$ cat config.mk
export PLATFORM = sky130hd
export DESIGN_NAME = k_pc_sequencer
export DESIGN_NICKNAME = d
export VERILOG_FILES = /design/src/rtl/k_pc_sequencer.sv
export SDC_FILE = /design/constraint.sdc
export NUM_CORES = 1
export LEC_CHECK = 0
export CORE_MARGIN = 8
export CORE_UTILIZATION = 59
export DETAILED_ROUTE_END_ITERATION = 10
export PLACE_DENSITY_LB_ADDON = 0.2
export SYNTH_ARGS = -nofsm -noshare
export SYNTH_HDL_FRONTEND = slang
export SYNTH_SLANG_ARGS = --single-unit
$ cat constraint.sdc
create_clock -name clk -period 11.3 [get_ports clk]
set_input_delay 1.13 -clock clk [delete_from_list [all_inputs] [get_ports clk]]
set_output_delay 1.13 -clock clk [all_outputs]
set_load 0.02 [all_outputs]
$ cat src/rtl/k_pc_sequencer.sv
// k_pc_sequencer
//   Next-PC controller for the K_DSP fetch path. Owns the program counter and selects,
//   each cycle, between sequential increment, a taken branch, or a zero-overhead
//   hardware-loop back-edge taken from a small stack of {start, end, count} entries.
//
// Ports
//   clk            in   sole clock, rising edge
//   reset          in   synchronous, active-high; empties the loop stack
//   stall          in   hold all state this cycle (redirect drops to 0)
//   br_valid       in   taken branch/jump this cycle
//   br_target      in   branch destination
//   loop_start     in   instruction at pc_reg is a LOOP
//   loop_end_addr  in   address of the last loop-body instruction (inclusive)
//   loop_count     in   loop iteration count
//   pc_reg         out  current fetch PC
//   redirect       out  pc_reg changed non-sequentially this cycle
//   loop_active    out  loop stack non-empty
//   loop_depth     out  number of occupied stack entries
//   loop_err       out  sticky error (stack overflow or LOOP at a loop end)
module k_pc_sequencer #(
    parameter int unsigned ADDR_W     = 32,
    parameter int unsigned PC_INC     = 4,
    parameter int unsigned RESET_PC   = 0,
    parameter int unsigned LOOP_DEPTH = 4,
    parameter int unsigned CNT_W      = 16
) (
    input  logic                               clk,
    input  logic                               reset,
    input  logic                               stall,
    input  logic                               br_valid,
    input  logic [ADDR_W-1:0]                  br_target,
    input  logic                               loop_start,
    input  logic [ADDR_W-1:0]                  loop_end_addr,
    input  logic [CNT_W-1:0]                   loop_count,
    output logic [ADDR_W-1:0]                  pc_reg,
    output logic                               redirect,
    output logic                               loop_active,
    output logic [$clog2(LOOP_DEPTH+1)-1:0]    loop_depth,
    output logic                               loop_err
);

    localparam int unsigned DepW = $clog2(LOOP_DEPTH + 1);
    localparam int unsigned IdxW = (LOOP_DEPTH > 1) ? $clog2(LOOP_DEPTH) : 1;

    localparam logic [ADDR_W-1:0] PcInc   = ADDR_W'(PC_INC);
    localparam logic [ADDR_W-1:0] PcReset = ADDR_W'(RESET_PC);
    localparam logic [CNT_W-1:0]  CntOne  = CNT_W'(1);
    localparam logic [CNT_W-1:0]  CntZero = '0;
    localparam logic [DepW-1:0]   DepOne  = DepW'(1);
    localparam logic [DepW-1:0]   DepFull = DepW'(LOOP_DEPTH);

    logic [ADDR_W-1:0] pc_q, pc_d;
    logic              redirect_q, redirect_d;
    logic [DepW-1:0]   depth_q, depth_d;
    logic              err_q, err_d;

    // Stack storage; contents are don't-care while unoccupied, so no reset.
    logic [ADDR_W-1:0] start_q [LOOP_DEPTH];
    logic [ADDR_W-1:0] start_d [LOOP_DEPTH];
    logic [ADDR_W-1:0] end_q   [LOOP_DEPTH];
    logic [ADDR_W-1:0] end_d   [LOOP_DEPTH];
    logic [CNT_W-1:0]  cnt_q   [LOOP_DEPTH];
    logic [CNT_W-1:0]  cnt_d   [LOOP_DEPTH];

    logic [IdxW-1:0]   top_idx;
    logic [IdxW-1:0]   push_idx;
    logic [ADDR_W-1:0] pc_seq;
    logic              stack_empty;
    logic              stack_full;
    logic              at_end;

    always_comb begin
        stack_empty = (depth_q == '0);
        stack_full  = (depth_q == DepFull);
        // Only meaningful when the stack is non-empty / not full respectively.
        top_idx     = IdxW'(depth_q - DepOne);
        push_idx    = IdxW'(depth_q);
        pc_seq      = pc_q + PcInc;
        // Only the innermost (top) loop end is compared.
        at_end      = !stack_empty && (pc_q == end_q[top_idx]);
    end

    always_comb begin
        pc_d       = pc_q;
        redirect_d = 1'b0;
        depth_d    = depth_q;
        err_d      = err_q;
        start_d    = start_q;
        end_d      = end_q;
        cnt_d      = cnt_q;

        if (!stall) begin
            if (br_valid) begin
                // Stack left alone: leaving loops by branch is up to software.
                pc_d       = br_target;
                redirect_d = 1'b1;
            end else if (at_end) begin
                if (loop_start) begin
                    err_d = 1'b1;
                end
                if (cnt_q[top_idx] > CntOne) begin
                    cnt_d[top_idx] = cnt_q[top_idx] - CntOne;
                    pc_d           = start_q[top_idx];
                    redirect_d     = 1'b1;
                end else begin
                    depth_d = depth_q - DepOne;
                    pc_d    = pc_seq;
                end
            end else if (loop_start) begin
                if (loop_count == CntZero) begin
                    // Zero-trip loop: skip the body entirely.
                    pc_d       = loop_end_addr + PcInc;
                    redirect_d = 1'b1;
                end else if (stack_full) begin
                    err_d = 1'b1;
                    pc_d  = pc_seq;
                end else begin
                    start_d[push_idx] = pc_seq;
                    end_d[push_idx]   = loop_end_addr;
                    cnt_d[push_idx]   = loop_count;
                    depth_d           = depth_q + DepOne;
                    pc_d              = pc_seq;
                end
            end else begin
                pc_d = pc_seq;
            end
        end
    end

    always_ff @(posedge clk) begin
        if (reset) begin
            pc_q       <= PcReset;
            redirect_q <= 1'b0;
            depth_q    <= '0;
            err_q      <= 1'b0;
        end else begin
            pc_q       <= pc_d;
            redirect_q <= redirect_d;
            depth_q    <= depth_d;
            err_q      <= err_d;
        end
    end

    always_ff @(posedge clk) begin
        start_q <= start_d;
        end_q   <= end_d;
        cnt_q   <= cnt_d;
    end

    assign pc_reg      = pc_q;
    assign redirect    = redirect_q;
    assign loop_depth  = depth_q;
    assign loop_active = !stack_empty;
    assign loop_err    = err_q;

endmodule

==> out/metrics.cfg, run 1 <==
[detailed_routing]
wirelength_mm=44.67
vias=11060
met3WireLength_mm=5.028
wl_met1_mm=18.04
via_per_inst=6.629
drtIter0Drc=1327
firstDrtPassIters=5
routed.top_layer=met4
route.detailed.drc=0
wl_per_cell_um=26.78
ant_nets=0
route.met2.wl_mm=20.34

[clocking]
hold_buffers=0
cts.path.max_buffers=3
root_buffer=clkbuf_16
clkLatencyLatePin_ns=0.53
clkSlewWorstSetupHoldPaths_ns=0.06
cts_buffers=37
cts.sinks=357
cts_tree=done
htree_num_levels=2
cts_resized=0
cts_setup_buffers=0

[placed_design]
routabilityCongestion=0.8970
portBuffers=122
hpwl_mm=29.19

[critical_path]
path_cells=inv_1 > ha_4 > buf_4 > mux4_2 > xnor2_1 > nand4_1 > nor4_4 > nand4_4 > nor2_2 > nor2_1 > nor2_1 > buf_4
slowest_stage=dfxtp_4
path_max_fanout=55
cp-start-kind=flip-flop
end_kind=flip-flop
arrival_ns=7.11
critPathMaxStageDelay_ns=0.84
required_ns=11.53
critical_path_class=flip-flop to flip-flop

[global_route]
antenna_found_initial=0
grt_pass1_vias=10960
grt_overflow=0
grt_pass1_wl_mm=66.95
grt_max_degree=65
grt_usage_pct=25.92

[synthesis]
synth_edf_count=320
yosys_register_bits=357
syn_area_per_cell_um2=14.80
synth_top_family_by_area=multiplexers
synth_fa_ha_area_share_pct=0.8099
synth-simple-area-share_pct=8.482
synth_compound_area_share_pct=8.703
ys_seq_area_share_pct=60.90
synthCells=1148
async_flop_share_pct=0
synthFlopType=edfxtp_1
synth_xor_area_share_pct=4.793
synthMuxAreaShare_pct=12.21
synth_nets=1244
yosys_warnings=0
synth_cell_types=67
netlist_area_um2=16990

[layout]
fillCellCount=1991
nets=1351
layout_commonest_cell=edfxtp_1
utilization_pct=68.50
reg.largest.list=end_q (128), start_q (128), cnt_q (64)
drive_gt1_share_pct=13.86
n_antenna_cell=0
final_cell_mix=edfxtp_1 (320), clkdlybuf4s50_1 (120), xnor2_1 (71), nor2_1 (69), mux4_2 (64)
syn2layout_area_growth_pct=15.07

[power]
ir_worst_vdd_uv=102.4
p_leak_nw=6.259
power_density_nw_per_um2=152.7

[floorplan]
fp.dieH_um=185.7
core-area_um2=28550
fp.dieW_um=185.7
die_area_um2=34490
initial_utilization_pct=59.53
pin_count=123
rows=62

[timing]
tightest_slew_ns=1.073
skew_ns=0.01633
hold_violations=0
slew_viol_final=0
tns_ns=0
relSlewSlack_pct=27.79
finalSetupViolations=0
grt_setup_unrepaired=false
max_freq_mhz=145.5
min_period_ns=6.875
period_share_pct=60.84

[run_status]
status=finished clean

[hold_path]
hold_class=flip-flop to flip-flop

[job]
drv_cap=0

[cells in the mapped netlist, types with 4 or more instances]
master | n | area share (%)
o22ai_1 | 6 | 0.22
o21ai_1 | 6 | 0.18
and2_1 | 6 | 0.22
o21ai_0 | 11 | 0.32
mux4_2 | 64 | 8.5
edfxtp_1 | 320 | 57
a221oi_1 | 5 | 0.26
ha_1 | 11 | 0.81
a221oi_2 | 7 | 0.62
nand3_1 | 38 | 1.1
o32ai_1 | 10 | 0.52
o2111ai_1 | 13 | 0.67
nand2b_1 | 7 | 0.26
a22oi_1 | 15 | 0.66
nor3_1 | 15 | 0.44
nand3_2 | 5 | 0.29
o31ai_1 | 5 | 0.22
o211ai_1 | 6 | 0.27
clkbuf_1 | 18 | 0.40
inv_1 | 41 | 0.91
mux2i_1 | 30 | 1.8
xor2_1 | 22 | 1.1
or3_1 | 20 | 0.74
nand4_1 | 18 | 0.66
buf_6 | 15 | 0.99
and4_1 | 6 | 0.31
buf_2 | 19 | 0.56
xnor2_1 | 71 | 3.7
nand2_1 | 58 | 1.3
o211a_1 | 5 | 0.29
dlygate4sd3_1 | 6 | 0.35
buf_4 | 8 | 0.35
o2bb2ai_1 | 4 | 0.21
and3_1 | 7 | 0.26
a21oi_1 | 24 | 0.71
mux4_1 | 10 | 1.5
nor4_1 | 11 | 0.40
dfxtp_1 | 37 | 4.4
nor2_1 | 69 | 1.5
a22o_1 | 56 | 2.9
[routing by layer]
layer  vias to the layer above  global-route usage, %
met2                       657                  38.92
met4                         0                  8.638
li1                       4744                      -
met3                       104                  6.305
met5                         -                 0.5917
met1                      5552                  36.81
[worst max-delay path, delay by kind of cell, from the launching register on]
kind                       cells  cell delay (ns)
xor gates and xnor gates       1             0.19
and+or+nand+nor                6             2.61
adders and majority gates      1             0.84
muxes                          1             0.43
DFF                            1             0.84
buffers and inverters          3             1.60
[layout make-up]
type                            instances  area, um2  area share (%)
Multi-Input combinational cell        676       5974           30.55
Clock buffer                           50       1037           5.304
Clock inverter                         18      193.9          0.9917
Inverter                               41      153.9          0.7870
Tap cell                              384      480.5           2.457
Sequential cell                       357      10350           52.95
Timing Repair Buffer                  142       1361           6.961
[final timing paths]
path | from | endpoint | slack, ns | depth (start not counted)
worst max-delay path | loop_depth[0] | cnt_q[55] | 4.42 | 12
worst min register to register | loop_err | loop_err | 0.49 | 2
worst min-delay path | loop_err | loop_err | 0.49 | 2
worst max register to register | loop_depth[0] | cnt_q[55] | 4.42 | 12
[report_power, final]
| group | total (W) | switching, W | internal, W | leakage, nW |
|---|---|---|---|---|
| Sequential | 0.00149 | 0.0000303 | 0.00146 | 3.27 |
| Clock | 0.00124 | 0.000506 | 0.000738 | 0.601 |
| Combinational | 0.000254 | 0.000140 | 0.000114 | 2.39 |
| Total | 0.00299 | 0.000677 | 0.00231 | 6.26 |
[stage by stage]
stage                     cells  setup slack (ns)  power (W)  area (um2)  hold WS, ns
after global placement     1600             4.559   0.001761       18320       0.4689
after CTS                  1668             4.372   0.002990       19560       0.4943
after detailed placement   1600             4.363   0.001767       18320       0.4790
final                      1668             4.425   0.002987       19560       0.4899
after floorplan            1148             2.943   0.001657       16990       0.5237
after global routing       1668             4.036   0.003061       19560       0.5267
[kinds of logic (layout without fill, tap and decap cells)]
logic type | count (synthesis) | in the layout
flops | 357 | 357
mux | 109 | 109
simple gates | 277 | 277
fa+ha+maj | 11 | 11
buf+inv | 115 | 251
xor+xnor | 93 | 93
compound gates | 186 | 186
Note: power is estimated with default switching activity, not from simulation.
==> run 2: changes to the inputs <==
CORE_UTILIZATION = 53   (was 59)
clock period = 6.05 ns   (was 11.3 ns; I/O delays follow)
==> run 2 against run 1 <==
Worst setup slack worse by 3.4 ns. Clock-buffer cell count shrank 9. Non-clock buffer count increased by 3. Power grew 90%. Clock power up 94%. Register-to-register slack worse by 3.4 ns. Critical path type unchanged. Critical path depth unchanged. Sequential share of layout area is 0.41 points lower. Clock skew rose by 0.012 ns. Largest cell class unchanged.
==> out/metrics.cfg, run 2 (same netlist as run 1, synthesis figures left out) <==
[run_status]
status=finished clean

[detailed_routing]
via_per_inst=6.483
vias=10950
ant_nets=0
wl_per_cell_um=27.07
firstDrtPassIters=7
route.detailed.drc=0
drtIter0Drc=1215
wirelength_mm=45.72

[critical_path]
timing.rr.end=cnt_q[43]
required_ns=6.27
worstReg2RegStart=loop_depth[1]
critical_path_class=flip-flop to flip-flop
path_max_fanout=38
end_kind=flip-flop
arrival_ns=5.27
cp-start-kind=flip-flop
r2r_cells=12
critPathLaunch=loop_depth[1]
r2r_slack_ns=1.01

[clocking]
cts_resized=0
cts_setup_buffers=0
clkSlewWorstSetupHoldPaths_ns=0.06
clkLatencyLatePin_ns=0.54
cts_buffers=38
cts_tree=done
cts.path.max_buffers=3
hold_buffers=0
root_buffer=clkbuf_16
cts.sinks=357
htree_num_levels=2

[hold_path]
hold_class=flip-flop to flip-flop
hold_end=loop_err
hold_start=loop_err
hold_path_depth=2

[placed_design]
portBuffers=122
place_area_um2=18430
place_ws_ns=0.9570
hpwl_mm=30.46
routabilityCongestion=0.8979

[floorplan]
core-area_um2=31560
fp.dieH_um=195.1
die_area_um2=38050
initial_utilization_pct=53.85
fp.dieW_um=195.1
rows=65
pin_count=123

[timing]
hold_violations=0
period_share_pct=83.37
slew_viol_final=0
max_freq_mhz=198.3
tightest_slew_ns=1.201
grt_setup_unrepaired=false
relSlewSlack_pct=19.61
layout_setup_ws_ns=1.006
min_period_ns=5.044
skew_ns=0.02809
finalSetupViolations=0

[global_route]
grt_pass1_wl_mm=69.59
grt_pass1_vias=11060
antenna_found_initial=0
grt_usage_pct=23.94
grt_max_degree=88
grt_overflow=0

[layout]
syn2layout_area_growth_pct=15.97
n_antenna_cell=0
final_cell_mix=edfxtp_1 (320), clkdlybuf4s50_1 (120), xnor2_1 (71), nor2_1 (69), mux4_2 (64)
fin_area_um2=19710
nets=1355
layout_commonest_cell=edfxtp_1
regArea_um2=10350
multiInputGateArea_um2=5995
fillCellCount=2339
drive_gt1_share_pct=14.45
reg.largest.list=end_q (128), start_q (128), cnt_q (64)

[power]
p_leak_nw=6.329
power_density_nw_per_um2=288.1
ir_worst_vdd_uv=209.4

[job]
drv_cap=0

[run 2: critical path: stages, from the launching register on]
cell and delay (ns):
dfxtp_1 0.49, inv_1 0.18, ha_4 0.68, buf_12 0.34, mux4_1 0.35, xnor2_1 0.25
nand4_1 0.19, nor4_4 0.38, nand4_4 0.54, nor2_1 0.34, o21ai_1 0.17, nor2_1 0.50
buf_4 0.31
[run 2: power breakdown]
| part | leakage [nW] | internal (W) | switching (W) |
|---|---|---|---|
| Sequential | 3.27 | 0.00272 | 0.0000508 |
| Clock | 0.641 | 0.00145 | 0.000955 |
| Combinational | 2.42 | 0.000216 | 0.000281 |
[run 2: layout make-up]
type                            instances  share of cell area, %
Clock inverter                         27                  1.619
Inverter                               41                 0.7809
Clock buffer                           41                  4.882
Timing Repair Buffer                  145                  7.212
Tap cell                              402                  2.552
Sequential cell                       357                  52.54
Multi-Input combinational cell        676                  30.42
[run 2: metrics by stage]
stage / hold WS (ns) / cells / power (W) / util, % / setup TNS [ns]
2_1_floorplan: 0.5237 / 1148 / 0.003093 / - / -46.03
3_3_place_gp: 0.4649 / 1621 / 0.003312 / 58.39 / 0
3_5_place_dp: 0.4661 / 1621 / 0.003318 / 58.39 / 0
4_1_cts: 0.4837 / 1689 / 0.005705 / 62.45 / 0
5_1_grt: 0.5143 / 1689 / 0.005830 / 62.45 / 0
6_report: 0.4827 / 1689 / 0.005679 / 62.45 / 0
[run 2: layer usage]
| metal | global-route usage [%] | part of all wire [%] |
|---|---|---|
| met1 | 34.32 | 42 |
| met2 | 35.88 | 45 |
| met3 | 6.121 | 11 |
| met4 | 6.710 | 2.3 |
| met5 | 0 | 0 |
[run 2: how the worst max path moves through the flow]
stage                      end  cells past startpoint
floorplan           end_q[100]                     17
global placement     cnt_q[60]                     13
detailed placement   cnt_q[43]                     12
CTS                  cnt_q[43]                     13
global route         cnt_q[46]                     12
finish               cnt_q[43]                     12
